## src/rtl/i2c_arbiter.sv

```systemverilog
// Two-requester round-robin front end for a single I2C master: grants one
// transaction at a time, sequences the master handshake, and reports results.
module i2c_arbiter #(
   parameter logic [23:0] TIMEOUT_CYCLES = 24'd2000000
) (
   input  logic        clk,
   input  logic        reset_n,
   input  logic [1:0]  req,
   input  logic [1:0]  req_write,
   input  logic [13:0] req_addr,
   input  logic [7:0]  req_mask,
   input  logic [63:0] req_wdata,
   output logic [1:0]  done,
   output logic [31:0] rdata,
   output logic [2:0]  err,
   output logic        ctrl_busy,
   output logic        m_reset,
   output logic [6:0]  m_device_addr,
   output logic [3:0]  m_mask,
   output logic [31:0] m_data_in,
   output logic        m_write,
   input  logic        m_busy,
   input  logic [31:0] m_data_out,
   input  logic [4:0]  m_acks
);

   localparam int unsigned AW = 7;
   localparam int unsigned MW = 4;
   localparam int unsigned DW = 32;
   localparam int unsigned CW = 24;

   typedef enum logic [2:0] {
      S_IDLE, S_LAUNCH, S_WAIT_START, S_WAIT_DONE, S_RESPOND
   } state_e;

   state_e          state_q, state_d;
   logic [AW-1:0]   addr_q, addr_d;
   logic [MW-1:0]   mask_q, mask_d;
   logic [DW-1:0]   wdata_q, wdata_d;
   logic            write_q, write_d;
   logic            winner_q, winner_d;
   logic            last_q, last_d;
   logic [CW-1:0]   cnt_q, cnt_d;
   logic [1:0]      done_q, done_d;
   logic [DW-1:0]   rdata_q, rdata_d;
   logic [2:0]      err_q, err_d;
   logic            busy_q, busy_d;
   logic            m_reset_q, m_reset_d;

   logic            win_c;
   logic [MW-1:0]   sel_mask_c;
   logic [CW-1:0]   cnt_inc_c;
   logic            nack_c;

   assign cnt_inc_c = cnt_q + CW'(1);
   assign nack_c    = m_acks[4] | (write_q & (|(m_acks[3:0] & mask_q)));

   // Next-state, transaction latch and result capture
   always_comb begin
      state_d    = state_q;
      addr_d     = addr_q;
      mask_d     = mask_q;
      wdata_d    = wdata_q;
      write_d    = write_q;
      winner_d   = winner_q;
      last_d     = last_q;
      cnt_d      = cnt_q;
      rdata_d    = rdata_q;
      err_d      = err_q;
      win_c      = 1'b0;
      sel_mask_c = '0;

      case (state_q)
         S_IDLE: begin
            if (|req) begin
               // On a tie the requester not served last wins
               win_c      = (req == 2'b11) ? ~last_q : req[1];
               sel_mask_c = win_c ? req_mask[7:4] : req_mask[3:0];
               winner_d   = win_c;
               addr_d     = win_c ? req_addr[13:7] : req_addr[6:0];
               mask_d     = sel_mask_c;
               wdata_d    = win_c ? req_wdata[63:32] : req_wdata[31:0];
               write_d    = win_c ? req_write[1] : req_write[0];
               if (sel_mask_c == '0) begin
                  err_d   = 3'b010;
                  state_d = S_RESPOND;
               end else begin
                  state_d = S_LAUNCH;
               end
            end
         end
         S_LAUNCH: begin
            cnt_d   = '0;
            state_d = S_WAIT_START;
         end
         S_WAIT_START: begin
            if (m_busy) begin
               cnt_d   = '0;
               state_d = S_WAIT_DONE;
            end else if (cnt_inc_c == TIMEOUT_CYCLES) begin
               cnt_d   = cnt_inc_c;
               err_d   = 3'b100;
               state_d = S_RESPOND;
            end else begin
               cnt_d = cnt_inc_c;
            end
         end
         S_WAIT_DONE: begin
            if (!m_busy) begin
               rdata_d = m_data_out;
               err_d   = {2'b00, nack_c};
               state_d = S_RESPOND;
            end else if (cnt_inc_c == TIMEOUT_CYCLES) begin
               cnt_d   = cnt_inc_c;
               err_d   = 3'b100;
               state_d = S_RESPOND;
            end else begin
               cnt_d = cnt_inc_c;
            end
         end
         S_RESPOND: begin
            last_d  = winner_q;
            state_d = S_IDLE;
         end
         default: state_d = S_IDLE;
      endcase
   end

   // Registered status outputs follow the state being entered
   always_comb begin
      done_d    = (state_d == S_RESPOND) ? {winner_d, ~winner_d} : 2'b00;
      busy_d    = (state_d != S_IDLE);
      m_reset_d = (state_d == S_IDLE) || (state_d == S_RESPOND);
   end

   always_ff @(posedge clk or negedge reset_n) begin
      if (!reset_n) begin
         state_q   <= S_IDLE;
         addr_q    <= '0;
         mask_q    <= '0;
         wdata_q   <= '0;
         write_q   <= 1'b0;
         winner_q  <= 1'b0;
         last_q    <= 1'b1;
         cnt_q     <= '0;
         done_q    <= '0;
         rdata_q   <= '0;
         err_q     <= '0;
         busy_q    <= 1'b0;
         m_reset_q <= 1'b1;
      end else begin
         state_q   <= state_d;
         addr_q    <= addr_d;
         mask_q    <= mask_d;
         wdata_q   <= wdata_d;
         write_q   <= write_d;
         winner_q  <= winner_d;
         last_q    <= last_d;
         cnt_q     <= cnt_d;
         done_q    <= done_d;
         rdata_q   <= rdata_d;
         err_q     <= err_d;
         busy_q    <= busy_d;
         m_reset_q <= m_reset_d;
      end
   end

   assign done          = done_q;
   assign rdata         = rdata_q;
   assign err           = err_q;
   assign ctrl_busy     = busy_q;
   assign m_reset       = m_reset_q;
   assign m_device_addr = addr_q;
   assign m_mask        = mask_q;
   assign m_data_in     = wdata_q;
   assign m_write       = write_q;

endmodule

```

## config.mk

```make
export PLATFORM = sky130hd
export DESIGN_NAME = i2c_arbiter
export DESIGN_NICKNAME = d
export VERILOG_FILES = /design/src/rtl/i2c_arbiter.sv
export SDC_FILE = /design/constraint.sdc
export NUM_CORES = 1
export LEC_CHECK = 0
export ABC_AREA = 1
export BUFFER_PORTS_ARGS = -buffer_cell sky130_fd_sc_hd__buf_2
export CORE_MARGIN = 2
export CORE_UTILIZATION = 53
export CTS_BUF_LIST = sky130_fd_sc_hd__clkbuf_16
export DETAILED_ROUTE_END_ITERATION = 10
export GPL_ROUTABILITY_DRIVEN = 0
export PLACE_DENSITY = 0.95
export SYNTH_ARGS = -nofsm -noshare
export SYNTH_HDL_FRONTEND = slang
export SYNTH_SLANG_ARGS = --single-unit
```

## constraint.sdc

```tcl
create_clock -name clk -period 3.8 [get_ports clk]
set_input_delay 0.19 -clock clk [delete_from_list [all_inputs] [get_ports clk]]
set_output_delay 0.19 -clock clk [all_outputs]
set_load 0.005 [all_outputs]
```

==> results of run 1 <==
[worst max-delay path: stages, from the launching register on]
cell	delay [ps]
sky130_fd_sc_hd__dfstp_2	530
sky130_fd_sc_hd__nand2_1	60
sky130_fd_sc_hd__nand2_2	60
sky130_fd_sc_hd__inv_1	440
sky130_fd_sc_hd__nand2_1	190
sky130_fd_sc_hd__nand2_1	90
sky130_fd_sc_hd__nor3_1	180
sky130_fd_sc_hd__nand3_1	130
sky130_fd_sc_hd__o21ai_0	230
sky130_fd_sc_hd__nand2_1	120
sky130_fd_sc_hd__nand2_2	100
sky130_fd_sc_hd__inv_2	60
sky130_fd_sc_hd__nand3_1	90
[cell families (layout without fill, tap and decap cells)]
| group | Yosys count | after routing | share of synthesized area [%] |
|---|---|---|---|
| xor+xnor | 4 | 4 | 0.649 |
| mux | 3 | 3 | 0.557 |
| buf+inv | 79 | 287 | 5.50 |
| simple gates | 386 | 386 | 29.3 |
| compound gates | 121 | 121 | 11.8 |
| flops | 112 | 112 | 52.0 |
| fa+ha+maj | 1 | 1 | 0.232 |
[state kept, by name (all words and copies together), names as in the netlist, 2 cells and up]
register / flops
err: 3
cnt_q: 24
done: 2
rdata: 32
state_q: 3
m_mask: 4
m_device_addr: 7
m_data_in: 32
[repair_timing]
| action | in CTS | in global routing |
|---|---|---|
| buffers inserted | 0 | 0 |
| hold endpoints to repair | 53 | 0 |
| hold buffers | 1 | 0 |
[final timing paths]
kind	from	slack [ps]	endpoint	depth (start not counted)
worst max register to register	last_q	1460	ctrl_busy	12
worst min-delay path	m_data_out[9]	40	rdata[9]	3
worst max-delay path	last_q	1460	ctrl_busy	12
worst min register to register	rdata[18]	470	rdata[18]	2
max in group asynchronous	reset_n	2500	cnt_q[16]	3
min in group asynchronous	reset_n	430	cnt_q[3]	2
[where the power goes]
group,internal [mW],switching (mW)
combinational,0.639,0.939
sequential,1.66,0.273
clock,0.446,0.426
total,2.75,1.64
[cell usage in the layout (no fill, tap or decap), drive strengths merged, types with 3 or more instances in the layout]
cell and count:
nor2 93, nand2 259, mux2i 3, dfrtp 110, o22ai 9, o21ai 102
clkbuf 9, xor2 4, inv 57, buf 217, a21oi 5, nand3 27
a22o 3, nand4 3, nor3 4
[layer usage]
metal | GRT usage (%) | vias to the layer above
li1 | - | 2642
met1 | 32.8 | 2539
met2 | 46.7 | 272
met3 | 6.30 | 34
met4 | 10.0 | 0
met5 | 0 | -
[area by class of cell]
class | count | share of cell area (%)
clock buffers | 9 | 3.29
multi-input cells | 515 | 33.5
inverters | 53 | 2.90
repair buffers | 218 | 16.2
clock inverters | 7 | 0.712
well taps | 133 | 2.43
flip-flops and latches | 112 | 40.9
==> results_dict.tcl, run 1 <==
set metrics [dict create \
    result_of_the_run "completed" \
    synth.cells.most_frequent "sky130_fd_sc_hd__nand2_1 (251), sky130_fd_sc_hd__dfrtp_1 (110), sky130_fd_sc_hd__o21ai_0 (101)" \
    first_global_vias 5259 \
    holdWs_ps 38.2 \
    ys_seq_elements 112 \
    post_dp_cell_area_um2 6570 \
    wl_met3_mm 1.20 \
    synth.cell_area_um2 5400 \
    ir_drop_mv 0.444 \
    avgSynthCellArea_um2 7.64 \
    core_um2 9820 \
    cellLeakagePower_nw 3.65 \
    clkSinkCount 112 \
    final_core_utilization_pct 69.8 \
    number_of_enable_type_register_cells_in_the_synthesized_netlist 0 \
    number_of_fill_cells_in_the_layout 798 \
    cts_clock_pin_slew_for_the_worst_setup_and_hold_paths_ps 80 \
    clock_skew_ps 18.2 \
    placed_cells 1030 \
    timing.setup.critical_path_class "reg -> reg" \
    netlist.top_cell.by_area "sky130_fd_sc_hd__dfrtp_1" \
    wl_mm 14.7 \
    die_width_um 105 \
    multi_input_gate_area_um2 2300 \
    topRoutingLayerUsed "met4" \
    timing.critical_path.to_type "flip-flop" \
    max_clock_freq_mhz 427 \
    post-synth-top-area-fraction_pct 51.0 \
    critical_path.max_fanout 42 \
    final.min_clock_period_ps 2340 \
    postSynthCellCount 706 \
    die_height_um 105 \
    worst_hold_path_type "in -> reg" \
    synth_warnings 0 \
    placement_rows 36 \
    crit_required_ps 4060 \
    fin_crit_sh_pct 61.6 \
    antenna_cells_inserted 0 \
    seqCellArea_um2 2810 \
    synth_cell_type_count 27 \
    maxCapViolations 0 \
    synthMostInstantiatedCell "sky130_fd_sc_hd__nand2_1" \
    timing.slew.headroom_pct 27.9 \
    detail_route.first_pass.iterations 5 \
    max-clock-path-buffers 2 \
    global_route_congestion_overflow_total 0 \
    clock_tree.htree_level_count 3 \
    yosysSeqAreaShare_pct 52.0 \
    number_of_i_o_port_buffers 212 \
    timing_worst_slew_pin_value_ps 1080 \
    hold_viol 0 \
    cts_made_buffers 9 \
    setup_viol_count_final 0 \
    clk_latency_worst_skew_pair_ps 350 \
    number_of_vias_after_detailed_routing 5487 \
    layout.cells.non_filler 1047 \
    arrival_ps 2600 \
    ant_nets 0 \
    area_growth_syn_to_layout_pct 27.0 \
    dp.final_hpwl_mm 10.9 \
    clock_tree.root_cell "sky130_fd_sc_hd__clkbuf_16" \
    starting_density_of_the_core_pct 54.9 \
    setup-tns-final_ps 0 \
    met2_length_mm 7.31 \
    via_per_inst 5.24 \
    cp-start-kind "flip-flop" \
    timing_max_transition_violations_final 0 \
    groute.usage.overall_pct 27.0 \
    drt_iter0_markers 371 \
    finalNetCount 1040 \
    final_non_filler_cell_area_um2 6850 \
    fin_ws_ps 1460 \
    design_power_total_mw 4.39 \
    cellPowerDensity_nw_per_um2 640 \
    syn-num-nets 837 \
    route.detailed.wl_per_inst_um 14.0 \
    number_of_antenna_violations_at_the_first_check_in_global_routing 0 \
    num_io_pins 213 \
    drc_viols 0 \
    global_route_wire_length_before_repair_mm 24.2 \
    met1_length_mm 5.80 \
    ys_top_cells_by_area "sky130_fd_sc_hd__dfrtp_1 (51%), sky130_fd_sc_hd__nand2_1 (17%), sky130_fd_sc_hd__o21ai_0 (9.4%)" \
    ys_async_sr_fraction_pct 100 \
    tritoncts "done" \
    pin_count_of_the_biggest_net_entering_global_routing 56 \
    ctsResizeCount 0 \
    synth-main-ff-cell "sky130_fd_sc_hd__dfrtp_1" \
    rsz_0062_raised_after_global_routing "false" \
    post-place-ws_ps 1540 \
    die_area_um2 11000 \
    post_route_cells_drive_above_1_share_pct 28.2 \
]
No activity file was read; power rests on OpenSTA's default activity.
==> inputs of run 2 (changes only) <==
CORE_UTILIZATION = 44   (was 53)
PLACE_DENSITY = 0.86   (was 0.95)
clock period = 2.1 ns   (was 3.8 ns; I/O delays follow)
==> run 2 against run 1 <==
Compared with the run above:
- largest cell class unchanged
- highest routed layer unchanged
- utilization is 7.7 points lower
- fmax is 10% higher
- sequential share of layout area is 3.3 points lower
- critical path type unchanged
- critical endpoint unchanged
- setup slack worse by 1500 ps
- the run now ends with setup timing left
- combinational power is 98% higher
- count of clock-buffer cells in the layout stayed put
- sequential power is 80% higher
- register-to-register slack worse by 1500 ps
- clock skew is 11 ps lower
- wire length is 12% higher
==> results_dict.tcl, run 2 (synthesis results as in run 1) <==
set metrics [dict create \
    timing.critical_path.slowest_stage_cell "sky130_fd_sc_hd__dfrtp_1" \
    cellLeakagePower_nw 3.93 \
    cts_made_buffers 9 \
    ant_nets 0 \
    ir_drop_mv 0.735 \
    crit_required_ps 2330 \
    setup_viol_count_final 1 \
    critical-path-top-delay-family "simple AND/OR/NAND/NOR gates" \
    holdWs_ps 19.4 \
    crit_path_frequent_cell "sky130_fd_sc_hd__nand2_1" \
    timing.critical_path.to_type "flip-flop" \
    critical_path.max_fanout 4 \
    core_um2 12000 \
    post_route_cells_drive_above_1_share_pct 31.1 \
    timing.slew.headroom_pct 49.8 \
    max-clock-path-buffers 2 \
    area_growth_syn_to_layout_pct 38.4 \
    groute.usage.overall_pct 24.8 \
    clock_tree.root_cell "sky130_fd_sc_hd__clkbuf_16" \
    max_clock_freq_mhz 471 \
    clock_skew_ps 7.49 \
    antenna_cells_inserted 0 \
    number_of_fill_cells_in_the_layout 1055 \
    final.min_clock_period_ps 2120 \
    global_route_congestion_overflow_total 0 \
    pin_count_of_the_biggest_net_entering_global_routing 51 \
    timing_worst_slew_pin_value_ps 751 \
    fin_ws_ps -21.3 \
    hold-path-cell-count 3 \
    clock_tree.htree_level_count 3 \
    timing_max_transition_violations_final 0 \
    die_height_um 115 \
    path_cells "buf_6 -> nand2_1 -> nor2_4 -> nand2_2 -> nand2_1 -> nand2_1 -> nor2_1 -> nand2_1 -> nor2_2 -> nand2_1 -> nor2_2 -> nand2_2 -> nand2_2 -> nand2_2 -> inv_1 -> nand3_2" \
    r2r_slack_ps -20 \
    rsz_0062_raised_after_global_routing "true" \
    setup-tns-final_ps -21.3 \
    fin_crit_sh_pct 101 \
    tritoncts "done" \
    cp.depth 16 \
    num_io_pins 213 \
    die_area_um2 13200 \
    clk_latency_worst_skew_pair_ps 350 \
    starting_density_of_the_core_pct 44.9 \
    cp-start-kind "flip-flop" \
    cts_clock_pin_slew_for_the_worst_setup_and_hold_paths_ps 80 \
    violations "setup timing" \
    result_of_the_run "complete, but fails checks" \
    worst_hold_path_type "in -> reg" \
    number_of_i_o_port_buffers 212 \
    mostFrequentLayoutCells "sky130_fd_sc_hd__nand2_1 (242), sky130_fd_sc_hd__buf_2 (211), sky130_fd_sc_hd__dfrtp_1 (110)" \
    worst_r2r_path_depth 16 \
    drc_viols 0 \
    first_global_vias 5593 \
    drt_iter0_markers 333 \
    via_per_inst 5.10 \
    number_of_antenna_violations_at_the_first_check_in_global_routing 0 \
    detail_route.first_pass.iterations 4 \
    route.detailed.wl_per_inst_um 14.8 \
    maxCapViolations 0 \
    die_width_um 115 \
    global_route_wire_length_before_repair_mm 25.9 \
    dp.final_hpwl_mm 11.5 \
    hold_viol 0 \
    number_of_vias_after_detailed_routing 5685 \
    wl_mm 16.5 \
    final_common_cell "sky130_fd_sc_hd__nand2_1" \
    timing.setup.critical_path_class "reg -> reg" \
    cellPowerDensity_nw_per_um2 1110 \
    clkSinkCount 112 \
    post-place-ws_ps -66.2 \
    worst-path-buf-inv 2 \
    finalNetCount 1093 \
    arrival_ps 2350 \
    cpPeakStageDelay_ps 410 \
    placement_rows 40 \
]
## run 2: cell types whose count changed in the layout (fill, tap and decap cells not counted), sizes merged
cell,before,now
inv,57,58
clkinv,1,0
dlygate4sd3,1,33
buf,217,238
## run 2: metrics by stage
step	utilization, %	std cells	cell area, um2	power (mW)
6_report	62.1	1114	7460	8.29
5_1_grt	62.1	1114	7460	8.93
4_1_cts	60.9	1107	7320	8.24
3_5_place_dp	55.6	1055	6680	6.51
3_3_place_gp	55.6	1055	6680	6.37
2_1_floorplan	-	706	5400	4.96
## run 2: layout make-up
type | instances | area [um2] | area share (%)
timing repair buffer | 271 | 1610 | 21.6
clock inverter | 7 | 55.1 | 0.738
sequential | 112 | 2810 | 37.6
inverter | 53 | 203 | 2.72
tap | 147 | 184 | 2.46
clock buffer | 9 | 225 | 3.02
multi-input combinational | 515 | 2380 | 31.9
## run 2: per-layer routing
layer	GRT usage, %	routed length, um	vias up
met1	29.3	6240	2652
met3	6.27	1300	44
met2	43.3	8490	245
li1	-	-	2744
met4	10.2	493	0
met5	0	0	-
## run 2: worst min-delay path, delay by kind of cell
family                 cells  cell delay [ps]
AO/OA/AOI/OAI              1              130
buffers and inverters      1               70
AND/OR/NAND/NOR            1               30
## run 2: where the power goes
part / leakage, nW / internal, mW / switching (mW) / total (mW)
clock: 0.143 / 0.824 / 0.838 / 1.66
sequential: 1.42 / 3.01 / 0.493 / 3.50
combinational: 2.37 / 1.33 / 1.80 / 3.13
## run 2: worst paths after layout
| check | start | end |
|---|---|---|
| setup / recovery | cnt_q[0] | ctrl_busy |
| min in group asynchronous | reset_n | cnt_q[9] |
| hold reg to reg | rdata[3] | rdata[3] |
| setup reg to reg | cnt_q[0] | ctrl_busy |
| max in group asynchronous | reset_n | rdata[13] |
| hold / removal | req_wdata[43] | m_data_in[11] |
## run 2: what timing repair did
action                                  4_1_cts  5_1_grt
hold endpoints to repair                     69        0
buffers inserted                              3        7
hold buffers                                 33        0
endpoints found under the setup margin        3       10
resized for setup                             1       30
pin swaps                                     1       18
